### src/rtl/tdm_demux4.sv
// rtl/tdm_demux4.sv - 4-channel TDM receive demultiplexer with frame alignment tracking
module tdm_demux4 #(
  parameter int W = 4
) (
  input  logic           clk,
  input  logic           resetn,
  input  logic           in_valid,
  input  logic           in_sync,
  input  logic [W-1:0]   in_data,
  output logic [W-1:0]   ch_data,
  output logic [3:0]     ch_strobe,
  output logic [4*W-1:0] frame_data,
  output logic           frame_valid,
  output logic           locked,
  output logic [1:0]     sel,
  output logic           sync_err
);

  typedef enum logic {HUNT, LOCKED} state_t;

  state_t               state_q, state_d;
  logic [1:0]           sel_d;
  logic [2:0][W-1:0]    stage_q, stage_d;
  logic [W-1:0]         ch_data_d;
  logic [3:0]           ch_strobe_d;
  logic [4*W-1:0]       frame_data_d;
  logic                 frame_valid_d;
  logic                 sync_err_d;

  always_ff @(posedge clk or negedge resetn) begin
    if (!resetn) begin
      state_q     <= HUNT;
      sel         <= '0;
      stage_q     <= '0;
      ch_data     <= '0;
      ch_strobe   <= '0;
      frame_data  <= '0;
      frame_valid <= 1'b0;
      sync_err    <= 1'b0;
    end else begin
      state_q     <= state_d;
      sel         <= sel_d;
      stage_q     <= stage_d;
      ch_data     <= ch_data_d;
      ch_strobe   <= ch_strobe_d;
      frame_data  <= frame_data_d;
      frame_valid <= frame_valid_d;
      sync_err    <= sync_err_d;
    end
  end

  always_comb begin
    state_d       = state_q;
    sel_d         = sel;
    stage_d       = stage_q;
    ch_data_d     = ch_data;
    ch_strobe_d   = 4'b0000;
    frame_data_d  = frame_data;
    frame_valid_d = 1'b0;
    sync_err_d    = 1'b0;
    if (in_valid) begin
      case (state_q)
        HUNT: begin
          if (in_sync) begin
            stage_d[0]  = in_data;
            ch_data_d   = in_data;
            ch_strobe_d = 4'b0001;
            sel_d       = 2'd1;
            state_d     = LOCKED;
          end
        end
        default: begin
          if (in_sync) begin
            // A sync anywhere but slot 0 discards the partial frame and restarts it here
            sync_err_d  = (sel != 2'd0);
            stage_d[0]  = in_data;
            ch_data_d   = in_data;
            ch_strobe_d = 4'b0001;
            sel_d       = 2'd1;
          end else if (sel == 2'd0) begin
            sync_err_d  = 1'b1;
            sel_d       = 2'd0;
            state_d     = HUNT;
          end else begin
            ch_data_d   = in_data;
            ch_strobe_d = 4'b0001 << sel;
            sel_d       = 2'(sel + 2'd1);
            case (sel)
              2'd1: stage_d[1] = in_data;
              2'd2: stage_d[2] = in_data;
              default: begin
                frame_data_d  = {in_data, stage_q[2], stage_q[1], stage_q[0]};
                frame_valid_d = 1'b1;
              end
            endcase
          end
        end
      endcase
    end
  end

  assign locked = (state_q == LOCKED);

endmodule

### config.mk
export PLATFORM = sky130hd
export DESIGN_NAME = tdm_demux4
export DESIGN_NICKNAME = d
export VERILOG_FILES = /design/src/rtl/tdm_demux4.sv
export SDC_FILE = /design/constraint.sdc
export NUM_CORES = 1
export LEC_CHECK = 0
export CORE_AREA = 2 2 79 58
export CTS_CLUSTER_SIZE = 16
export DETAILED_ROUTE_END_ITERATION = 7
export DIE_AREA = 0 0 81 60
export GPL_TIMING_DRIVEN = 0
export PLACE_DENSITY = 0.69
export SKIP_LAST_GASP = 1
export SLEW_MARGIN = 30
export SYNTH_ARGS = -nofsm -noshare
export SYNTH_HDL_FRONTEND = slang
export SYNTH_SLANG_ARGS = --single-unit
### constraint.sdc
create_clock -name clk -period 1.6 [get_ports clk]
set_input_delay 0.32 -clock clk [delete_from_list [all_inputs] [get_ports clk]]
set_output_delay 0.32 -clock clk [all_outputs]
set_load 0.01 [all_outputs]
==> flow_summary.yaml, run 1 <==
run:
  drv_cap: 0
yosys:
  synth_area_leaders: "dfrtp_1, mux2_2, mux2_4"
  synth_top_area_share_pct: 60.0
  avgSynthCellArea_sq_um: 15.6
  synth_seq_area_share_pct: 60.0
  ys_ff_latch: 40
  synth_top_area_cell: "dfrtp_1"
  netlist_area_sq_um: 1670
  ys.flop_type: "dfrtp_1"
  synthCells: 107
  yosysUniqueCellTypes: 17
  synth_edf_count: 0
  ys_warn_count: 0
  ys_async_sr_fraction_pct: 100
  ys_top_cells_by_count: "dfrtp_1, mux2_2, mux2_4"
  synth_fp_nets: 123
  synth_most_common_cell: "dfrtp_1"
floorplanning:
  initial_core_util_pct: 40.2
  rows: 20
  die-area_sq_um: 4860
  coreArea_sq_um: 4150
  die_h_microns: 60
  pin_count: 37
  fp.dieW_microns: 81
setup_path:
  critPathKind: "reg -> reg"
  critPathLaunchType: "flip-flop"
  crit_arrival_ns: 1.78
  cp-end-kind: "flip-flop"
  cp_max_fo: 5
  crit_required_ns: 1.77
final_layout:
  diodes: 0
  multi_input_area_sq_um: 698
  fill_cells: 341
  finalNonFillerCells: 219
  drive_gt1_share_pct: 41.5
  area_growth_syn_to_layout_pct: 46.5
  regArea_sq_um: 1000
  nNetsFinal: 179
  fin_area_sq_um: 2440
clock_tree:
  root_buffer: "clkbuf_8"
  clk_pin_slew_ns: 0.08
  htreeDepth: 2
  insertion_delay_ns: 0.28
  tritoncts.num_buffers: 5
  clockBufferDepth: 2
  numClockSinks: 40
  cts_tree: "done"
power:
  p_leak_nw: 1.20
  internal-power_mw: 2.88
  peakVddDrop_mv: 0.952
  switching_share_pct: 28.6
  power_mw: 4.03
  power_frac_seq_pct: 40.0
  powerDensity_nw_per_um2: 1650
  p_sw_mw: 1.15
  clkPwrFrac_pct: 16.6
  power.share.combinational_pct: 43.4
timing:
  rsz0062_at_grt: "yes"
  postLayoutSetupSlackWorst_ns: -0.0109
  fin_hold_ws_ns: -0.0120
  worstMarginPinSlew_ns: 0.484
  finalHoldViolations: 15
  post-route-period-util_pct: 101
  fin_skew_ns: 0.00693
  drv_slew: 0
  relSlewSlack_pct: 67.7
  finalCriticalPeriod_ns: 1.61
  setup_viol: 5
  clock.fmax_mhz: 621
route:
  wl_met2_mm: 1.81
  drtAntennaViolNets: 0
  wl_met1_mm: 1.57
  dr.pass1.iters: 4
  met3_length_microns: 188
  drc: 0
  drt-total-wl_mm: 3.59
  drt_iter0_drc: 34
  top_layer: "met4"
  via_per_inst: 4.85
  vias: 1063
  wl_per_cell_microns: 16.4
placed_design:
  portBuffers: 36
  hpwlAfterDp_mm: 2.33
  place_congestion: 0.757
  placed_cells: 199
  place_area_sq_um: 2140
grt:
  grt_pass1_wl_mm: 5.42
  grt_overflow: 0
  track_usage_pct: 15.3
  grt_max_degree: 23
  grt_pass1_vias: 1103
  antenna_found_initial: 0
run_status:
  violations: "negative hold slack, negative setup slack"
  run_status: "complete, but fails checks"
min_path:
  hp-class: "in -> async"
[path summary, 6_finish.rpt]
kind	from	to	slack, ns	cells after the start
setup / recovery	sel[1]$_DFFE_PN0P_	frame_data[15]$_DFFE_PN0P_	-0.01	7
hold / removal	resetn	frame_data[14]$_DFFE_PN0P_	-0.01	1
setup reg to reg	sel[1]$_DFFE_PN0P_	frame_data[15]$_DFFE_PN0P_	-0.01	7
hold reg to reg	stage_q[11]$_DFFE_PN0P_	frame_data[11]$_DFFE_PN0P_	0.51	1
max in group asynchronous	resetn	sel[0]$_DFFE_PN0P_	1.12	2
min in group clk	in_valid	sync_err$_DFF_PN0_	0.41	3
[metrics by stage]
step	util, %	TNS (ns)	setup WS (ns)	hold slack [ns]
after CTS	56.3	-0.0920	-0.0248	0.00283
after global routing	58.8	-0.335	-0.0417	0.0100
after floorplan	-	0	0.00000633	0.0244
final	58.8	-0.0383	-0.0109	-0.0120
after global placement	51.1	-36.90	-0.827	0.485
after detailed placement	51.6	-10.09	-0.523	0.305
[power by group through the flow]
stage / Clock [mW] / Combinational [mW] / Sequential [mW]
6_report: 0.671 / 1.75 / 1.61
3_3_place_gp: 0 / 1.41 / 1.61
2_1_floorplan: 0 / 0.659 / 1.71
4_1_cts: 0.685 / 1.60 / 1.61
3_5_place_dp: 0 / 1.45 / 1.64
5_1_grt: 0.748 / 1.87 / 1.66
[timing repair]
item,CTS,global route
pin swaps,1,2
resized for setup,10,15
cloned,0,1
hold buffers,0,0
setup buffers,8,3
endpoints found under the setup margin,22,22
[logic make-up after synthesis]
group	Yosys count	synth area share [%]
compound gates	5	1.95
fa+ha+maj	8	6.00
flops	40	60.0
simple gates	13	5.03
buf+inv	9	3.15
mux	32	23.9
[layer usage]
layer / global-route usage [%] / vias to the layer above
li1: - / 483
met3: 4.23 / 2
met4: 4.36 / 0
met2: 24.7 / 34
met1: 20.4 / 544
met5: 0 / -
[state kept, by name, summed over array words and instances (netlist names)]
register and cells:
ch_data 4, locked 1, sel 2, ch_strobe 4
stage_q 12, frame_data 16, sync_err 1
[cell usage in the layout, fill, tap and decap left out, drive strengths merged]
cell / count
nor3: 1
dlygate4sd2: 1
and3: 3
clkdlybuf4s50: 31
o31a: 1
ha: 8
dlymetal6s2s: 3
and2: 1
nand2: 3
nor2: 2
inv: 6
mux2: 32
nand3b: 1
clkbuf: 9
a2bb2oi: 1
nand3: 2
o21ai: 3
dfrtp: 40
buf: 16
[final cells by class]
class | count | area share, %
buffer | 3 | 1.59
clock buffer | 8 | 3.69
inverter | 6 | 1.13
multi-input combinational | 58 | 28.6
sequential | 40 | 41.1
tap | 55 | 2.82
timing repair buffer | 49 | 21.1
[critical path: stages (launching register included)]
cell       delay (ns)
dfrtp_2          0.43
inv_4            0.08
ha_4             0.15
inv_2            0.04
ha_4             0.17
nand3b_4         0.15
clkbuf_16        0.18
mux2_4           0.29
Power figures use the tool's default switching activity.
==> run 2: changes to the inputs <==
--- a/config.mk
+++ b/config.mk
@@ -5,10 +5,10 @@
 export SDC_FILE = /design/constraint.sdc
 export NUM_CORES = 1
 export LEC_CHECK = 0
-export CORE_AREA = 2 2 79 58
+export CORE_AREA = 2 2 48 95
 export CTS_CLUSTER_SIZE = 16
 export DETAILED_ROUTE_END_ITERATION = 7
-export DIE_AREA = 0 0 81 60
+export DIE_AREA = 0 0 50 97
 export GPL_TIMING_DRIVEN = 0
 export PLACE_DENSITY = 0.69
 export SKIP_LAST_GASP = 1
==> run 2 against run 1 <==
Critical path type unchanged; sequential share of layout area increased by 1.4 points; sequential power about the same; non-clock buffer count decreased by 3; largest cell class unchanged; critical endpoint is now frame_data[1]$_DFFE_PN0P_; setup slack improved by 0.032 ns; total power decreased by 3.3%; the run now ends clean.
==> flow_summary.yaml, run 2 (synthesis gave the netlist of run 1 again) <==
final_layout:
  post-route-util_pct: 57.8
  diodes: 0
  largest_reg_flops: 16
  largestRegisters: "frame_data (16), stage_q (12)"
  drive_gt1_share_pct: 39.1
  layout_common_cells: "dfrtp_1, clkdlybuf4s50_1, mux2_2"
  top_register: "frame_data"
  regArea_sq_um: 1000
  nNetsFinal: 176
  area_growth_syn_to_layout_pct: 41.7
  final_common_cell: "dfrtp_1"
  multi_input_area_sq_um: 673
  fill_cells: 334
  fin_area_sq_um: 2360
  finalNonFillerCells: 213
setup_path:
  critPathLaunchType: "flip-flop"
  crit_arrival_ns: 1.76
  critPathKind: "reg -> reg"
  rrSetupSlack_ns: 0.02
  crit_start: "sel[0]$_DFFE_PN0P_"
  cp-end-kind: "flip-flop"
  worstReg2RegStart: "sel[0]$_DFFE_PN0P_"
  reg2reg_depth: 7
  r2r_end: "frame_data[1]$_DFFE_PN0P_"
  cp_max_fo: 5
  crit_required_ns: 1.78
placed_design:
  portBuffers: 36
  place_area_sq_um: 2130
  hpwlAfterDp_mm: 2.40
  placed_cells: 196
  place_congestion: 0.749
  place_ws_ns: -0.504
grt:
  antenna_found_initial: 0
  grt_pass1_vias: 1087
  grt_overflow: 0
  track_usage_pct: 14.9
  grt_pass1_wl_mm: 5.41
  grt_max_degree: 26
min_path:
  hp-class: "in -> async"
clock_tree:
  cts_hold_buf: 0
  clk_pin_slew_ns: 0.08
  numClockSinks: 40
  insertion_delay_ns: 0.29
  htreeDepth: 2
  clockBufferDepth: 2
  cts_tree: "done"
  tritoncts.num_buffers: 5
  root_buffer: "clkbuf_8"
floorplanning:
  die_h_microns: 97
  pin_count: 37
  fp.dieW_microns: 50
  initial_core_util_pct: 40.8
  die-area_sq_um: 4850
  coreArea_sq_um: 4090
  rows: 33
run_status:
  run_status: "complete, no violations"
route:
  wl_met2_mm: 1.83
  via_per_inst: 4.71
  wl_met1_mm: 1.24
  top_layer: "met4"
  drt-total-wl_mm: 3.27
  dr.pass1.iters: 3
  vias: 1003
  drtAntennaViolNets: 0
  met3_length_microns: 132
  drt_iter0_drc: 6
  wl_per_cell_microns: 15.4
  drc: 0
timing:
  clock.fmax_mhz: 633
  drv_slew: 0
  fin_hold_ws_ns: 0.0210
  rsz0062_at_grt: "yes"
  fin_skew_ns: 0.00500
  worstMarginPinSlew_ns: 0.566
  finalHoldViolations: 0
  setup_viol: 0
  postLayoutSetupSlackWorst_ns: 0.0212
  post-route-period-util_pct: 98.7
  relSlewSlack_pct: 62.3
  finalCriticalPeriod_ns: 1.58
  final.setup.tns_ns: 0
power:
  p_leak_nw: 1.15
  powerDensity_nw_per_um2: 1650
  power_mw: 3.90
  peakVddDrop_mv: 1.02
run:
  drv_cap: 0
run 2: cell count changes in the layout (fill, tap and decap cells not counted), moves of 2 or more:
cell,delta
buf_4,-2
mux2_2,+4
mux2_4,-4
nand3_1,+2
nand3_2,-2
run 2: cell type report:
class                           count  share of cell area (%)
Multi-Input combinational cell     58                    28.5
Buffer                              3                    1.64
Clock inverter                      1                   0.212
Sequential cell                    40                    42.5
Timing Repair Buffer               46                    20.1
Inverter                            6                    1.16
Clock buffer                        7                    3.23
Tap cell                           52                    2.75
run 2: how the worst max path moves through the flow:
stage / endpoint / slack (ns) / cells after the start
floorplan: ch_data[0]$_DFFE_PN0P_ / 0.000006 / 5
global placement: sel[0]$_DFFE_PN0P_ / -0.84 / 1
detailed placement: ch_data[1]$_DFFE_PN0P_ / -0.50 / 5
CTS: frame_data[12]$_DFFE_PN0P_ / -0.03 / 7
global route: frame_data[10]$_DFFE_PN0P_ / -0.03 / 7
finish: frame_data[1]$_DFFE_PN0P_ / 0.02 / 7
run 2: repair_timing:
| action | CTS | global route |
|---|---|---|
| resized for setup | 7 | 11 |
| setup endpoints to repair | 24 | 29 |
| setup buffers | 3 | 5 |
| pin swaps | 1 | 2 |
| endpoints found under the hold margin | 0 | 0 |
| cloned | 0 | 1 |
run 2: critical path: stages, from the launching register on:
cell,delay [ns]
dfrtp_2,0.44
inv_4,0.08
ha_4,0.15
inv_2,0.04
ha_4,0.16
nand3b_4,0.13
clkbuf_16,0.17
mux2_4,0.29
run 2: power breakdown:
group,switching (mW),internal [mW],total (mW)
combinational,0.570,1.08,1.65
sequential,0.217,1.39,1.60
clock,0.335,0.306,0.641
total,1.12,2.78,3.90
run 2: per-layer routing:
metal	vias up	global-route usage [%]
li1	470	-
met1	502	16.7
met2	26	25.5
met3	5	3.86
met4	0	7.05
met5	-	0
